==> config.mk <==
export PLATFORM = sky130hd
export DESIGN_NAME = fifo_drain_flat
export DESIGN_NICKNAME = d
export VERILOG_FILES = /design/src/rtl/fifo_drain_if.sv /design/src/rtl/fifo_drain.sv /design/src/flat_wrapper.sv
export SDC_FILE = /design/constraint.sdc
export NUM_CORES = 1
export LEC_CHECK = 0
export CAP_MARGIN = 30
export CORE_ASPECT_RATIO = 1.4
export CORE_UTILIZATION = 40
export DETAILED_ROUTE_END_ITERATION = 16
export PLACE_DENSITY = 0.71
export SLEW_MARGIN = 25
export SYNTH_ARGS = -nofsm -noshare
export SYNTH_HDL_FRONTEND = slang
export SYNTH_SLANG_ARGS = --single-unit
==> constraint.sdc <==
create_clock -name clk -period 1.63 [get_ports clk]
set_clock_uncertainty 0.1 [all_clocks]
set_input_delay 0.163 -clock clk [delete_from_list [all_inputs] [get_ports clk]]
set_output_delay 0.163 -clock clk [all_outputs]
set_load 0.02 [all_outputs]
==> src/rtl/fifo_drain_if.sv <==
// rtl/fifo_drain_if.sv - FIFO read port plus downstream valid/ready stream bundle
interface fifo_drain_if #(
   parameter int DATA_W = 8
);
   logic              fifo_empty;
   logic [DATA_W-1:0] fifo_dout;
   logic              rd;
   logic [DATA_W-1:0] m_data;
   logic              m_valid;
   logic              m_ready;

   // The drain reads the FIFO and sources the stream
   modport master (
      input  fifo_empty,
      input  fifo_dout,
      output rd,
      output m_data,
      output m_valid,
      input  m_ready
   );

   // FIFO plus consumer side
   modport slave (
      output fifo_empty,
      output fifo_dout,
      input  rd,
      input  m_data,
      input  m_valid,
      output m_ready
   );
endinterface

==> src/rtl/fifo_drain.sv <==
// rtl/fifo_drain.sv - credit-checked FIFO drain into a 2-entry stream buffer; FIFO_DRAIN_STATS_EN adds counters
module fifo_drain #(
   parameter int DATA_W    = 8,
   parameter int BUF_DEPTH = 2
) (
   input  logic          clk,
   input  logic          rst,
   fifo_drain_if.master  bus
`ifdef FIFO_DRAIN_STATS_EN
   ,
   output logic [15:0]   words_out,
   output logic [15:0]   stall_cnt
`endif
);

   typedef enum logic [1:0] {
      EMPTY = 2'd0,
      ONE   = 2'd1,
      TWO   = 2'd2
   } occ_t;

   localparam logic [2:0] CREDITS = 3'(BUF_DEPTH);

   occ_t              occ;
   logic              inflight;
   logic              m_valid_q;
   logic [DATA_W-1:0] buf_head;
   logic [DATA_W-1:0] buf_tail;
   logic              pop;
   logic              rd_c;
   logic [2:0]        credit;

   assign pop         = m_valid_q && bus.m_ready;
   assign bus.rd      = rd_c;
   assign bus.m_valid = m_valid_q;
   assign bus.m_data  = buf_head;

   // Request a word only if a buffer slot is certain to be free when it lands
   always_comb begin
      credit = {1'b0, occ} + {2'b00, inflight};
      rd_c   = !rst && !bus.fifo_empty && (credit < (CREDITS + {2'b00, pop}));
   end

   // Occupancy FSM: track in-flight read, capture returning data, shift on pop
   always_ff @(posedge clk or posedge rst) begin
      if (rst) begin
         occ       <= EMPTY;
         inflight  <= 1'b0;
         m_valid_q <= 1'b0;
         buf_head  <= '0;
         buf_tail  <= '0;
      end else begin
         inflight <= rd_c;
         case (occ)
            EMPTY: begin
               if (inflight) begin
                  buf_head  <= bus.fifo_dout;
                  occ       <= ONE;
                  m_valid_q <= 1'b1;
               end
            end
            ONE: begin
               case ({inflight, pop})
                  2'b10: begin
                     buf_tail <= bus.fifo_dout;
                     occ      <= TWO;
                  end
                  2'b01: begin
                     occ       <= EMPTY;
                     m_valid_q <= 1'b0;
                  end
                  2'b11: begin
                     buf_head <= bus.fifo_dout;
                  end
                  default: ;
               endcase
            end
            TWO: begin
               // Credit check keeps inflight low here, so only a pop can occur
               if (pop) begin
                  buf_head <= buf_tail;
                  occ      <= ONE;
               end
            end
            default: begin
               occ       <= EMPTY;
               m_valid_q <= 1'b0;
            end
         endcase
      end
   end

`ifdef FIFO_DRAIN_STATS_EN
   // Count delivered words (wrapping) and stalled cycles (saturating)
   always_ff @(posedge clk or posedge rst) begin
      if (rst) begin
         words_out <= 16'd0;
         stall_cnt <= 16'd0;
      end else begin
         if (pop) begin
            words_out <= words_out + 16'd1;
         end
         if (m_valid_q && !bus.m_ready && (stall_cnt != 16'hFFFF)) begin
            stall_cnt <= stall_cnt + 16'd1;
         end
      end
   end
`endif

endmodule

==> src/flat_wrapper.sv <==
// flat-port wrapper written by rule: the top's interface ports become plain ports
module fifo_drain_flat 
#(
   parameter int DATA_W    = 8,
   parameter int BUF_DEPTH = 2
)
  (clk, rst, bus_fifo_empty, bus_fifo_dout, bus_rd, bus_m_data, bus_m_valid, bus_m_ready);
  fifo_drain_if #(.DATA_W(DATA_W)) bus_i ();
  input  logic clk;
  input  logic rst;
  input wire logic [$bits(bus_i.fifo_empty)-1:0] bus_fifo_empty;
  input wire logic [$bits(bus_i.fifo_dout)-1:0] bus_fifo_dout;
  output wire logic [$bits(bus_i.rd)-1:0] bus_rd;
  output wire logic [$bits(bus_i.m_data)-1:0] bus_m_data;
  output wire logic [$bits(bus_i.m_valid)-1:0] bus_m_valid;
  input wire logic [$bits(bus_i.m_ready)-1:0] bus_m_ready;
  assign bus_i.fifo_empty = bus_fifo_empty;
  assign bus_i.fifo_dout = bus_fifo_dout;
  assign bus_rd = bus_i.rd;
  assign bus_m_data = bus_i.m_data;
  assign bus_m_valid = bus_i.m_valid;
  assign bus_i.m_ready = bus_m_ready;
  fifo_drain #(.DATA_W(DATA_W), .BUF_DEPTH(BUF_DEPTH)) u_core (.clk(clk), .rst(rst), .bus(bus_i));
endmodule
==> results.yml, run 1 <==
status:
  status: "finished, violations left"
  violations: "design-rule violations, negative setup slack"
synthesis:
  synth_fa_ha_area_share_pct: 2.59
  synthCells: 68
  synth_top_family_by_area: "multiplexers"
  synthArstFlopShare_pct: 100
  synth_mux_area_share_pct: 31.1
  synth_xor_xnor_area_share_pct: 0
  synthSimpleGateAreaFrac_pct: 5.18
  ys_seq_area_share_pct: 51.8
  synthTopCellsByArea: "dfrtp_1, mux2_2, mux2_4"
  synthesis.area_um2: 966
  synthFlopType: "dfrtp_1"
  synth_largest_area_cell: "dfrtp_1"
  synth.avg_cell_area_um2: 14.2
  synth_top_cell_area_share_pct: 51.8
  yosysUniqueCellTypes: 17
  ys_warn_count: 0
  synth_seq_cells: 20
  synth_compound_area_share_pct: 5.31
  syn-num-nets: 82
  synth-edff-count: 0
placement:
  dp_hpwl_mm: 1.29
  portBuffers: 21
  place_congestion: 0.683
  placed_area_mm2: 0.00128
  pre_cts_slack_ps: -392
timing:
  tns_ps: -253
  whs_ps: 186
  slew_headroom_pct: 83.1
  timing.final.crit_share_pct: 111
  hold_violations: 0
  fin_crit_ps: 1800
  max_slew.worst_pin.slew_ps: 253
  rsz0062_at_grt: "yes"
  finalWorstSetupSlack_ps: -173
  fmaxAchievable_mhz: 555
  setup_viol: 9
  finalMaxSlewViolations: 0
layout:
  fin_nets: 120
  area_growth_pct: 43.4
  final_util_pct: 62.2
  stdcell_area_mm2: 0.00139
  final_common_cell: "dfrtp_1"
  diodes: 0
  drive_gt1_share_pct: 48.6
  fillers: 179
  layout_common_cells: "dfrtp_1, clkdlybuf4s50_1, mux2_2"
clocking:
  clk_pin_slew_worst_paths_ps: 110
  cts_sinks: 20
  cts_tree: "done"
  clkLatencyLatePin_ps: 290
  cts.hold.buffers_added: 0
  cts-root-buf: "clkbuf_4"
  htree_levels: 1
  cts_buffers: 3
  clk_path_buf_depth: 2
worst_setup_path:
  cp_num_buf_inv: 1
  arrival_ps: 1540
  crit_cells: 5
  critical_path_class: "reg -> out"
  end_kind: "output port"
  critPathSlowestCell: "dfrtp_1"
  r2r_setup_slack_ps: -20
  cp.required_ps: 1370
  r2r_cells: 6
  crit_chain: "ha_2, ha_4, o21ai_2, nor4b_4, buf_4"
  start_kind: "flip-flop"
  crit_family: "adder cells"
  worstPathMaxFanout: 2
  cpPeakStageDelay_ps: 410
drt:
  drtIter0Drc: 20
  firstDrtPassIters: 10
  wl_met3_um: 70
  post_drt_wl_per_cell_um: 14.0
  vias: 644
  wl_met1_um: 774
  dr.max_layer_used: "met3"
  dr_wl_met2_um: 937
  drc: 4
  antenna_left: 0
  via_per_inst: 5.07
  drt-total-wl_mm: 1.78
global_routing:
  grtUsageTotal_pct: 15.6
  grt.overflow.total: 0
  grt_first_pass_wirelength_mm: 3.04
  grt_max_degree: 21
  grt_pass1_vias: 688
  antenna_found_initial: 0
die:
  die_w_um: 43.5
  core_region_area_mm2: 0.00223
  initial_core_util_pct: 43.4
  ios: 22
  die_h_um: 60.1
  die-area_mm2: 0.00262
  rows: 20
power:
  powerDensity_mw_per_mm2: 1640
  irDropWorstVdd_v: 0.00100
  leakage_nw: 0.648
job:
  drv_cap: 0
min_path:
  hold_class: "in -> async"
[stage by stage]
step / total power [mW] / std cells
6_report: 2.27 / 127
5_1_grt: 2.40 / 127
3_5_place_dp: 1.93 / 120
2_1_floorplan: 1.50 / 68
4_1_cts: 2.24 / 125
3_3_place_gp: 1.89 / 120
[worst min-delay path, delay by kind of cell]
kind | cells | cell delay [ps]
buf+inv | 3 | 810
[cell families after synthesis]
group / count (synthesis)
adders and majority gates: 2
muxes: 24
buffers and inverters: 6
AOI/OAI and AO/OA: 8
and+or+nand+nor: 8
DFF: 20
[Yosys cell counts (2+ instances only)]
cell      count
nand2_1       2
buf_6         2
o21ai_0       3
dfrtp_1      20
ha_1          2
mux2_4        8
nand2b_1      3
mux2_2       16
inv_1         3
o21a_1        2
[where the power goes]
group          internal, mW  switching (mW)  leakage, nW  total [mW]
registers             0.727           0.128        0.241       0.855
clock network         0.136           0.144       0.0210       0.280
logic                 0.702           0.437        0.385        1.14
total                  1.56           0.709        0.648        2.27
[state kept, by name, summed over array words and instances, names as in the netlist]
| name | flops |
|---|---|
| u_core.buf_tail | 8 |
| u_core.bus.m_data | 8 |
| u_core.bus.m_valid | 1 |
| u_core.inflight | 1 |
| u_core.occ | 2 |
[repair_timing]
item                       CTS  global route
buffers inserted             1             2
setup endpoints to repair   10            13
pin swaps                    1             1
resized for setup           12             4
[final timing paths]
check / from / endpoint
setup / recovery: u_core.inflight / bus_rd
hold / removal: rst / u_core.bus.m_data[0]
setup reg to reg: u_core.occ[0] / u_core.bus.m_data[4]
hold reg to reg: u_core.buf_tail[5] / u_core.buf_tail[5]
max in group asynchronous: rst / u_core.occ[1]
min in group clk: bus_fifo_dout[4] / u_core.buf_tail[4]
[layout make-up]
type	count	area, µm²	area share [%]
repair buffers	36	334	24.1
flip-flops and latches	20	500	36.1
inverters	3	11.3	0.813
well taps	22	27.5	1.99
clock buffers	4	36.3	2.62
multi-input cells	42	475	34.3
[layer usage]
layer / GRT usage [%] / vias to the layer above
met5: 0 / -
met4: 2.68 / 0
met3: 1.81 / 0
met2: 28.6 / 16
met1: 19.7 / 314
li1: - / 314
Power figures use the tool's default switching activity.
==> inputs of run 2 (changes only) <==
--- a/config.mk
+++ b/config.mk
@@ -10,6 +10,7 @@
 export CORE_UTILIZATION = 40
 export DETAILED_ROUTE_END_ITERATION = 16
 export PLACE_DENSITY = 0.71
+export SKIP_CTS_REPAIR_TIMING = 1
 export SLEW_MARGIN = 25
 export SYNTH_ARGS = -nofsm -noshare
 export SYNTH_HDL_FRONTEND = slang
==> run 2 against run 1 <==
Against the previous run:
- the flow still finishes with violations (design-rule violations, negative setup slack)
- cell count shrank 1.6%
- critical path depth unchanged
- flip-flop and latch count is the same
- first-iteration DRC count is 25% lower
- non-clock buffer count down 2
- power decreased by 0.10%
- global-route usage shrank 0.63 points
- critical path type unchanged
- largest power group unchanged
==> results.yml, run 2 (same netlist as run 1, synthesis figures left out) <==
status:
  status: "finished, violations left"
  violations: "design-rule violations, negative setup slack"
global_routing:
  grt_pass1_vias: 678
  grt.overflow.total: 0
  antenna_found_initial: 0
  grt_max_degree: 21
  grtUsageTotal_pct: 14.9
  grt_first_pass_wirelength_mm: 2.94
timing:
  finalWorstSetupSlack_ps: -185
  fmaxAchievable_mhz: 551
  timing.final.crit_share_pct: 111
  rsz0062_at_grt: "yes"
  slew_headroom_pct: 83.1
  setup_viol: 9
  max_slew.worst_pin.slew_ps: 254
  hold_violations: 0
  tns_ps: -317
  finalMaxSlewViolations: 0
  fin_crit_ps: 1820
die:
  die_h_um: 60.1
  die_w_um: 43.5
  ios: 22
  rows: 20
  core_region_area_mm2: 0.00223
  die-area_mm2: 0.00262
  initial_core_util_pct: 43.4
layout:
  diodes: 0
  drive_gt1_share_pct: 47.6
  area_growth_pct: 42.2
  final_common_cell: "dfrtp_1"
  fin_nets: 118
  layout_common_cells: "dfrtp_1, clkdlybuf4s50_1, mux2_2"
drt:
  drt-total-wl_mm: 1.79
  wl_met3_um: 72
  post_drt_wl_per_cell_um: 14.3
  firstDrtPassIters: 9
  antenna_left: 0
  dr.max_layer_used: "met3"
  vias: 637
  drtIter0Drc: 15
  dr_wl_met2_um: 930
  wl_met1_um: 789
  drc: 4
  via_per_inst: 5.10
worst_setup_path:
  cp.required_ps: 1370
  critPathSlowestCell: "dfrtp_1"
  end_kind: "output port"
  worstPathMaxFanout: 2
  start_kind: "flip-flop"
  critical_path_class: "reg -> out"
  arrival_ps: 1550
  cpPeakStageDelay_ps: 410
  crit_chain: "ha_2, ha_4, o21ai_2, nor4b_4, buf_4"
clocking:
  cts_tree: "done"
  clk_pin_slew_worst_paths_ps: 110
  cts-root-buf: "clkbuf_4"
  cts_buffers: 3
  htree_levels: 1
  clkLatencyLatePin_ps: 290
  cts_sinks: 20
  clk_path_buf_depth: 2
placement:
  dp_hpwl_mm: 1.29
  portBuffers: 21
  pre_cts_slack_ps: -392
  place_congestion: 0.683
power:
  powerDensity_mw_per_mm2: 1650
  p_total_mw: 2.27
  leakage_nw: 0.642
  irDropWorstVdd_v: 0.000995
min_path:
  hold_class: "in -> async"
job:
  drv_cap: 0
## run 2: stage by stage
stage                     area, µm²  hold slack, ps  std cells  utilization, %
after floorplan                 981            26.8         68               -
after global placement         1280             384        120            57.5
after detailed placement       1280             392        120            57.5
after CTS                      1320             191        124            59.2
after global routing           1370             211        125            61.7
final                          1370             188        125            61.7
## run 2: final timing paths
path,depth (start not counted),to,startpoint,slack (ps)
setup / recovery,5,bus_rd,u_core.occ[0],-190
hold / removal,3,u_core.bus.m_data[0],rst,190
setup reg to reg,6,u_core.bus.m_data[4],u_core.occ[0],-20
hold reg to reg,1,u_core.buf_tail[5],u_core.buf_tail[5],410
max in group asynchronous,3,u_core.buf_tail[6],rst,1040
min in group clk,2,u_core.buf_tail[4],bus_fifo_dout[4],400
## run 2: cell type report
class	instances	area (µm²)
Tap cell	22	27.5
Fill cell	183	853
Clock buffer	4	36.3
Sequential cell	20	500
Multi-Input combinational cell	42	475
Timing Repair Buffer	34	323
Inverter	3	11.3
## run 2: where the power goes
part	switching (mW)	internal, mW
Combinational	0.437	0.700
Sequential	0.129	0.727
Clock	0.143	0.136
Total	0.709	1.56
## run 2: critical path, delay by kind of cell, from the launching register on
kind / cells / cell delay, ps
buffers and inverters: 1 / 180
adders and majority gates: 2 / 410
DFF: 1 / 410
and+or+nand+nor: 1 / 210
AOI/OAI and AO/OA: 1 / 50
## run 2: per-layer routing
layer | track usage [%] | vias to the layer above
li1 | - | 308
met5 | 0 | -
met2 | 27.9 | 16
met1 | 18.3 | 313
met4 | 2.68 | 0
met3 | 1.81 | 0
